[config.mk]
export PLATFORM = sky130hd
export DESIGN_NAME = display_ctrl
export DESIGN_NICKNAME = d
export VERILOG_FILES = /design/src/rtl/display_ctrl.sv
export SDC_FILE = /design/constraint.sdc
export NUM_CORES = 1
export LEC_CHECK = 0
export CORE_MARGIN = 10
export CORE_UTILIZATION = 50
export CTS_CLUSTER_SIZE = 12
export DETAILED_ROUTE_END_ITERATION = 8
export GPL_TIMING_DRIVEN = 1
export MAX_ROUTING_LAYER = met4
export PLACE_DENSITY = 0.85
export SLEW_MARGIN = 20
export SYNTH_ARGS = -nofsm -noshare
export SYNTH_HDL_FRONTEND = slang
export SYNTH_SLANG_ARGS = --single-unit
[constraint.sdc]
create_clock -name clock -period 3.2 [get_ports clock]
set_clock_uncertainty 0.05 [all_clocks]
set_input_delay 0.32 -clock clock [delete_from_list [all_inputs] [get_ports clock]]
set_output_delay 0.32 -clock clock [all_outputs]
set_load 0.03 [all_outputs]
[src/rtl/display_ctrl.sv]
// Display controller: round-robin write arbiter for the BCD display register plus 4-digit 7-segment scan.
// Latency: write strobe 1 cycle after a sampled request, ack 1 cycle later; scan outputs are registered.
// Backpressure: requests are held off while busy and served once the FSM returns to IDLE (req must stay high).
// Ports: clock/reset_n; req0/num0/ack0 and req1/num1/ack1 requester handshakes; disp_we/disp_num to the
//        display register; bcd from the register; an/seg active-low display drive; busy = FSM not IDLE.
// Optional feature: define DISP_SAT_EN to saturate granted values above 9999 to 9999 on disp_num.
module display_ctrl #(
    parameter int SCAN_DIV = 50000,
    parameter int NUM_W    = 14
) (
    input  logic             clock,
    input  logic             reset_n,
    input  logic             req0,
    input  logic [NUM_W-1:0] num0,
    output logic             ack0,
    input  logic             req1,
    input  logic [NUM_W-1:0] num1,
    output logic             ack1,
    output logic             disp_we,
    output logic [NUM_W-1:0] disp_num,
    input  logic [15:0]      bcd,
    output logic [3:0]       an,
    output logic [6:0]       seg,
    output logic             busy
);

    localparam int DIV_W = $clog2(SCAN_DIV);

    typedef enum logic [1:0] {IDLE, WRITE, ACK} state_t;

    state_t           state;
    logic             grant;   // requester currently being served
    logic             ptr;     // requester preferred on a tie (the one not granted last)
    logic             sel;
    logic [NUM_W-1:0] sel_num;

    function automatic logic [NUM_W-1:0] limit(input logic [NUM_W-1:0] v);
`ifdef DISP_SAT_EN
        logic [NUM_W-1:0] sat_max;
        sat_max = NUM_W'(9999);
        limit   = (v > sat_max) ? sat_max : v;
`else
        limit = v;
`endif
    endfunction

    // A lone requester always wins; on a tie the pointer decides.
    always_comb begin
        sel     = (req0 & req1) ? ptr : req1;
        sel_num = sel ? num1 : num0;
    end

    always_ff @(posedge clock or negedge reset_n) begin
        if (!reset_n) begin
            state    <= IDLE;
            grant    <= 1'b0;
            ptr      <= 1'b0;
            ack0     <= 1'b0;
            ack1     <= 1'b0;
            disp_we  <= 1'b0;
            disp_num <= '0;
            busy     <= 1'b0;
        end else begin
            case (state)
                IDLE: begin
                    if (req0 | req1) begin
                        state    <= WRITE;
                        grant    <= sel;
                        disp_we  <= 1'b1;
                        disp_num <= limit(sel_num);  // value captured here; later num changes ignored
                        busy     <= 1'b1;
                    end
                end
                WRITE: begin
                    disp_we <= 1'b0;
                    ack0    <= ~grant;
                    ack1    <= grant;
                    state   <= ACK;
                end
                ACK: begin
                    ack0  <= 1'b0;
                    ack1  <= 1'b0;
                    ptr   <= ~grant;
                    busy  <= 1'b0;
                    state <= IDLE;
                end
                default: state <= IDLE;
            endcase
        end
    end

    // ---------------- display scan ----------------
    logic [DIV_W-1:0] div;
    logic [1:0]       idx;
    logic [15:0]      frame_bcd;
    logic             div_tc;
    logic [1:0]       idx_n;
    logic [15:0]      frame_n;
    logic [3:0]       nib_n;
    logic             blank_n;
    logic [6:0]       seg_n;

    function automatic logic [6:0] decode(input logic [3:0] d);
        case (d)
            4'd0:    decode = 7'b1000000;
            4'd1:    decode = 7'b1111001;
            4'd2:    decode = 7'b0100100;
            4'd3:    decode = 7'b0110000;
            4'd4:    decode = 7'b0011001;
            4'd5:    decode = 7'b0010010;
            4'd6:    decode = 7'b0000010;
            4'd7:    decode = 7'b1111000;
            4'd8:    decode = 7'b0000000;
            4'd9:    decode = 7'b0010000;
            default: decode = 7'b0111111;  // non-BCD nibble shown as "-"
        endcase
    endfunction

    // an/seg are computed from the next index and next frame so both change on the same edge.
    always_comb begin
        div_tc  = (div == DIV_W'(SCAN_DIV - 1));
        idx_n   = div_tc ? idx + 2'd1 : idx;
        frame_n = (div_tc && idx == 2'd3) ? bcd : frame_bcd;
        nib_n   = frame_n[4*idx_n +: 4];
        case (idx_n)
            2'd1:    blank_n = (frame_n[15:4]  == 12'd0);
            2'd2:    blank_n = (frame_n[15:8]  == 8'd0);
            2'd3:    blank_n = (frame_n[15:12] == 4'd0);
            default: blank_n = 1'b0;
        endcase
        seg_n = blank_n ? 7'b1111111 : decode(nib_n);
    end

    always_ff @(posedge clock or negedge reset_n) begin
        if (!reset_n) begin
            div       <= '0;
            idx       <= 2'd0;
            frame_bcd <= 16'd0;
            an        <= 4'b1110;
            seg       <= 7'b1000000;
        end else begin
            div       <= div_tc ? '0 : div + DIV_W'(1);
            idx       <= idx_n;
            frame_bcd <= frame_n;
            an        <= ~(4'b0001 << idx_n);
            seg       <= seg_n;
        end
    end

endmodule
== Yosys cells after proc, flatten, opt, wreduce, memory -nomap -nowiden ==
Memories as Yosys holds them, arrays and structs flattened.
Cells that the tools add are included.
Word-level totals
  register bits after elaboration: 67
  bits in read-only memories: 112
  input port bits: 48
  memories: 1
Memory list
  (name not given): depth 16, bits a word 7, read ports 1, clocked after Yosys merged registers in 0, write ports 0, RTL line 104  | case (d)
Cells by class
  add/subtract/negate cells: 2
  eq/ne operators: 8
  shifts and indexed selects: 2
  muxes and demuxes: 14
  bitwise operators: 4
  reduce and logical (&&, ||, !) cells: 11
Operators by type and width (count)
  16-bit two-way mux: 2
  16-bit by 1-bit adder with 16-bit output, second input constant: 1
  16-bit == test, second input constant: 1
  16-bit by 5-bit variable part select with 4-bit output: 1
  14-bit two-way mux: 1
  12-bit zero test: 1
  2-bit == test, second input constant: 4
  8-bit zero test: 1
  1-bit case mux with 2 select lines: 4
  7-bit two-way mux: 1
  2-bit AND reduction: 3
  2-bit nonzero test: 3
  2-bit by 1-bit == test with 1-bit output, second input constant: 2
  4-bit zero test: 1
  2-bit two-way mux: 2
  4-bit NOT: 1
  2-bit case mux with 2 select lines: 1
  1-bit by 2-bit << shifter with 4-bit output, first input constant: 1
  1-bit case mux with 3 select lines: 1
  2-bit by 1-bit adder with 2-bit output, second input constant: 1
  2-bit zero test: 1
  1-bit two-way mux: 2
  2-bit inequality test, second input constant: 1
  1-bit AND: 1
  other kinds (3): 3

== Logic depth before layout (Yosys ltp) ==
  depth in word-level cells: 6
  depth in mapped cells: 13

== Least setup slack after synthesis ==
Ideal clock, no wire load.
  path kind: reg-to-reg
  start: register div[0]
  end: register seg[3]
  library setup time: 0.104 ns
  data arrival time: 2.766 ns
  required time: 3.046 ns
  slack: 0.280 ns
  cell stages (with the launch flop): 13
  buffers on the path: 1
  clock period less this slack: 2.920 ns
  cell sequence: dfrtp_1 -> ha_1 -> and3_1 -> and4_1 -> buf_6 -> mux2i_4 -> mux2i_1 -> mux2i_1 -> inv_1 -> ha_1 -> inv_1 -> nor2_1 -> o311ai_1
Between the ends
  word-level cells in the longest chain between the ends: 6
  elaborated cells between the ends (all ways): 14
Ends and longest elaborated chain
  start: declaration: RTL line 93  | logic [DIV_W-1:0] div;
  start signal: assignment: RTL line 142  | div <= div_tc ? '0 : div + DIV_W'(1);
  16-bit == test (*): RTL line 121  | div_tc = (div == DIV_W'(SCAN_DIV - 1));
  1-bit logical AND: RTL line 123  | frame_n = (div_tc && idx == 2'd3) ? bcd : frame_bcd;
  16-bit two-way mux: RTL line 123
  16-bit by 5-bit variable part select with 4-bit output (tied with other cells): RTL line 124  | nib_n = frame_n[4*idx_n +: 4];
  memory read 16 x 7 bit / 1-bit case mux with 3 select lines (equally long branches)
  7-bit two-way mux (*): RTL line 131  | seg_n = blank_n ? 7'b1111111 : decode(nib_n);
  via seg_n[3]: RTL line 101  | logic [6:0] seg_n;
  end signal: assignment: RTL line 146  | seg <= seg_n;
  end: declaration: RTL line 23  | output logic [6:0] seg,
The timed path passes the listed nets; every way through them passes the cells marked *.
A chain may end at the register's enable or synchronous reset.

== Final worst setup path ==
  start: register div[0]
  end: register seg[4]
Same word-level chain as after synthesis.

==> flow_summary.yaml <==
cts:
  root_buffer: "sky130_fd_sc_hd__clkbuf_8"
  ctsLongestPathBuffers: 2
  cts_made_buffers: 9
  cts.reportedPaths.clkPinSlew_ns: 0.07
  ctsHtreeMaxLevel: 3
  cts-resized-gates: 0
  clock-sinks: 67
  clock_latency_ns: 0.34
  clock_tree_from_tritoncts: "yes"
  cts.repair_timing.setup_buffer_count: 0
critical_path:
  setup.worst_path.start_class: "flop"
  critPathArrivalTime_ns: 3.07
  critical_path.most_common_cell: "sky130_fd_sc_hd__buf_4"
  reg2reg_slack_ns: 0.33
  slowest_delay_ns: 0.39
  r2r.worst_path.cells: 9
  path_max_fanout: 18
  crit_path_end_kind: "flop"
  worst_path_max_delay_cell: "sky130_fd_sc_hd__dfrtp_1"
  timing.critical_path.cells: "ha_1 > and3_1 > and4_1 > buf_4 > xnor2_2 > buf_4 > mux2i_4 > mux2_2 > o211ai_1"
  r2r_start: "div[0]"
  crit_start: "div[0]"
  crit_type: "flop to flop"
  critical_path_required_time_ns: 3.40
  critical_path.reg2reg.endpoint: "seg[4]"
pwr:
  power_report.internal_total_mw: 1.88
  share_comb_of_total_power_pct: 33.8
  part_of_the_total_power_dissipated_in_the_clock_network_pct: 27.6
  p_sw_mw: 0.939
  areal_power_density_over_the_cells_nw_per_um2: 646
  max-vdd-ir-drop_mv: 0.544
  power_switching_share_pct: 33.3
  leakage_nw: 1.98
  p_seq_share_pct: 38.6
die:
  dieWidth_um: 101
  initial_core_util_pct: 51.4
  rows: 29
  io_pins: 77
  die_h_um: 101
  dieArea_um2: 10100
  core-area_um2: 6310
finish:
  areaGrowthSynthToFinish_pct: 34.4
  mostFrequentLayoutCell: "sky130_fd_sc_hd__clkdlybuf4s50_1"
  mostFrequentLayoutCells: "75 x sky130_fd_sc_hd__clkdlybuf4s50_1, 63 x sky130_fd_sc_hd__dfrtp_1, 26 x sky130_fd_sc_hd__nand2_1, 24 x sky130_fd_sc_hd__mux2_2, 23 x sky130_fd_sc_hd__mux2i_1"
  finish.net_count: 428
  post_route_cells_drive_above_1_share_pct: 16.8
  final_util_pct: 69.1
global_route:
  grtUsageTotal_pct: 15.4
  grt_max_degree: 51
  antenna_found_initial: 1
  grt_first_pass_wirelength_um: 12200
  overflow: 0
  first_global_vias: 2528
detailed_routing:
  drt-vias-per-instance: 5.33
  drt_drc_violations_left: 0
  detailedRoute.firstIterationViolations: 71
  detailroute.via_count: 2407
  postRouteAntennaNets: 0
  route.detailed.wl_per_inst_um: 16.3
  drt_pre_antenna_iters: 4
  wl_um: 7370
yosys:
  async_flop_share_pct: 100
  synth.distinct_cells: 40
  total_number_of_yosys_warnings: 0
  synth-edff-count: 0
  synth-seq-area-share_pct: 51.8
  syn_area_per_cell_um2: 11.6
  yosys_most_used_dff: "sky130_fd_sc_hd__dfrtp_1"
  postSynthRegisterBits: 67
  mappedNetlistArea_um2: 3240
  post_synthesis_net_count: 339
  synthCells: 280
worst_hold_path:
  min_delay_worst_endpoint: "disp_num[6]"
  hold_path_class: "flop to flop"
  whs_path_depth: 2
  worst_hold_startpoint: "disp_num[6]"
sta:
  timing_hold_violations_final: 0
  timing.final.crit_share_pct: 89.6
  setup_viol: 0
  final_period_minus_worst_setup_slack_ns: 2.87
  grt_setup_unrepaired: "false"
  worst_slew_margin_rel_pct: 58.9
  finalSetupTns_ns: 0
  fmax_ghz: 0.349
  timing_max_transition_violations_final: 0
  slew_at_the_pin_with_the_worst_max_slew_slack_ns: 0.617
status:
  outcome: "complete, no violations"
place:
  place.gp.congestion: 0.859
  dp_hpwl_um: 5790
  number_of_input_and_output_port_buffers_inserted: 76
flow_run:
  drv.max_cap_violation_count: 0
-- kinds of logic after synthesis --
| kind of cell | share of synthesized area (%) |
|---|---|
| simple gates | 11.8 |
| compound gates | 7.87 |
| mux | 17.3 |
| fa+ha+maj | 4.24 |
| buf+inv | 3.01 |
| flops | 51.8 |
| xor+xnor | 4.01 |
-- registers in the layout (all words and copies together) (netlist names), 2 cells and up --
register / count
state: 2
frame_bcd: 16
idx: 2
div: 16
an: 4
disp_num: 14
seg: 7
-- routing by layer --
metal | global-route usage [%] | part of all wire, %
met2 | 25.8 | 50
met3 | 4.12 | 6.3
met5 | - | 0
met4 | 7.83 | 2.1
met1 | 16.4 | 41
-- layout make-up --
type,instances,area (um^2)
repair buffers,86,836
diodes,1,2.50
inverters,13,48.8
clock inverters,6,88.8
flip-flops and latches,67,1680
fillers,461,1950
multi-input cells,192,1470
clock buffers,10,138
well taps,77,96.3
-- what timing repair did --
| action | in CTS | in global routing |
|---|---|---|
| hold buffers | 0 | 1 |
| endpoints found under the hold margin | 0 | 41 |
| endpoints found under the setup margin | 0 | 0 |
-- through the flow --
| step | power (mW) | std cells | setup slack (ns) | area (um^2) | hold slack (ns) |
|---|---|---|---|---|---|
| floorplan | 1.64 | 280 | 0.280 | 3240 | -0.0256 |
| finish | 2.82 | 452 | 0.334 | 4360 | 0.434 |
| global route | 2.98 | 452 | 0.0999 | 4360 | 0.460 |
| detailed placement | 2.07 | 434 | 0.346 | 4120 | 0.422 |
| global placement | 2.03 | 434 | 0.478 | 4120 | 0.408 |
| CTS | 2.85 | 450 | 0.320 | 4350 | 0.154 |
-- synth_stat cells (4+ instances only) --
cell type / count / area share (%)
sky130_fd_sc_hd__dfstp_2: 4 / 3.2
sky130_fd_sc_hd__xnor2_1: 4 / 1.1
sky130_fd_sc_hd__inv_1: 13 / 1.5
sky130_fd_sc_hd__a21oi_1: 7 / 1.1
sky130_fd_sc_hd__nand3_1: 7 / 1.1
sky130_fd_sc_hd__ha_1: 11 / 4.2
sky130_fd_sc_hd__mux2i_1: 23 / 7.1
sky130_fd_sc_hd__nor2_1: 15 / 1.7
sky130_fd_sc_hd__nor3_1: 5 / 0.77
sky130_fd_sc_hd__nand2_1: 26 / 3.0
sky130_fd_sc_hd__o211ai_1: 4 / 0.93
sky130_fd_sc_hd__clkbuf_1: 5 / 0.58
sky130_fd_sc_hd__dfrtp_1: 63 / 49
sky130_fd_sc_hd__o21ai_0: 22 / 3.4
sky130_fd_sc_hd__xor2_1: 9 / 2.4
sky130_fd_sc_hd__mux2_2: 24 / 8.3
sky130_fd_sc_hd__nor4_1: 4 / 0.77
-- power groups by stage --
| stage | Clock [mW] | Sequential [mW] | Combinational, mW |
|---|---|---|---|
| 4_1_cts | 0.795 | 1.09 | 0.969 |
| 3_5_place_dp | 0 | 1.11 | 0.967 |
| 2_1_floorplan | 0 | 1.33 | 0.304 |
| 6_report | 0.777 | 1.09 | 0.953 |
| 5_1_grt | 0.834 | 1.11 | 1.04 |
| 3_3_place_gp | 0 | 1.10 | 0.937 |
-- worst max-delay path, delay by kind of cell, from the launching register on --
| kind | cells | cell delay, ns |
|---|---|---|
| xor gates and xnor gates | 1 | 0.17 |
| muxes | 2 | 0.75 |
| AOI/OAI and AO/OA | 1 | 0.18 |
| buffers and inverters | 2 | 0.48 |
| adders and majority gates | 1 | 0.21 |
| and+or+nand+nor | 2 | 0.55 |
| DFF | 1 | 0.39 |
-- worst max-delay path by stage --
stage	end	slack, ns	depth (start not counted)
3_3_place_gp	seg[3]	0.48	11
3_5_place_dp	seg[4]	0.35	10
4_1_cts	seg[4]	0.32	10
5_1_grt	seg[4]	0.1	10
2_1_floorplan	seg[3]	0.28	12
6_report	seg[4]	0.33	9
Power figures use the tool's default switching activity.
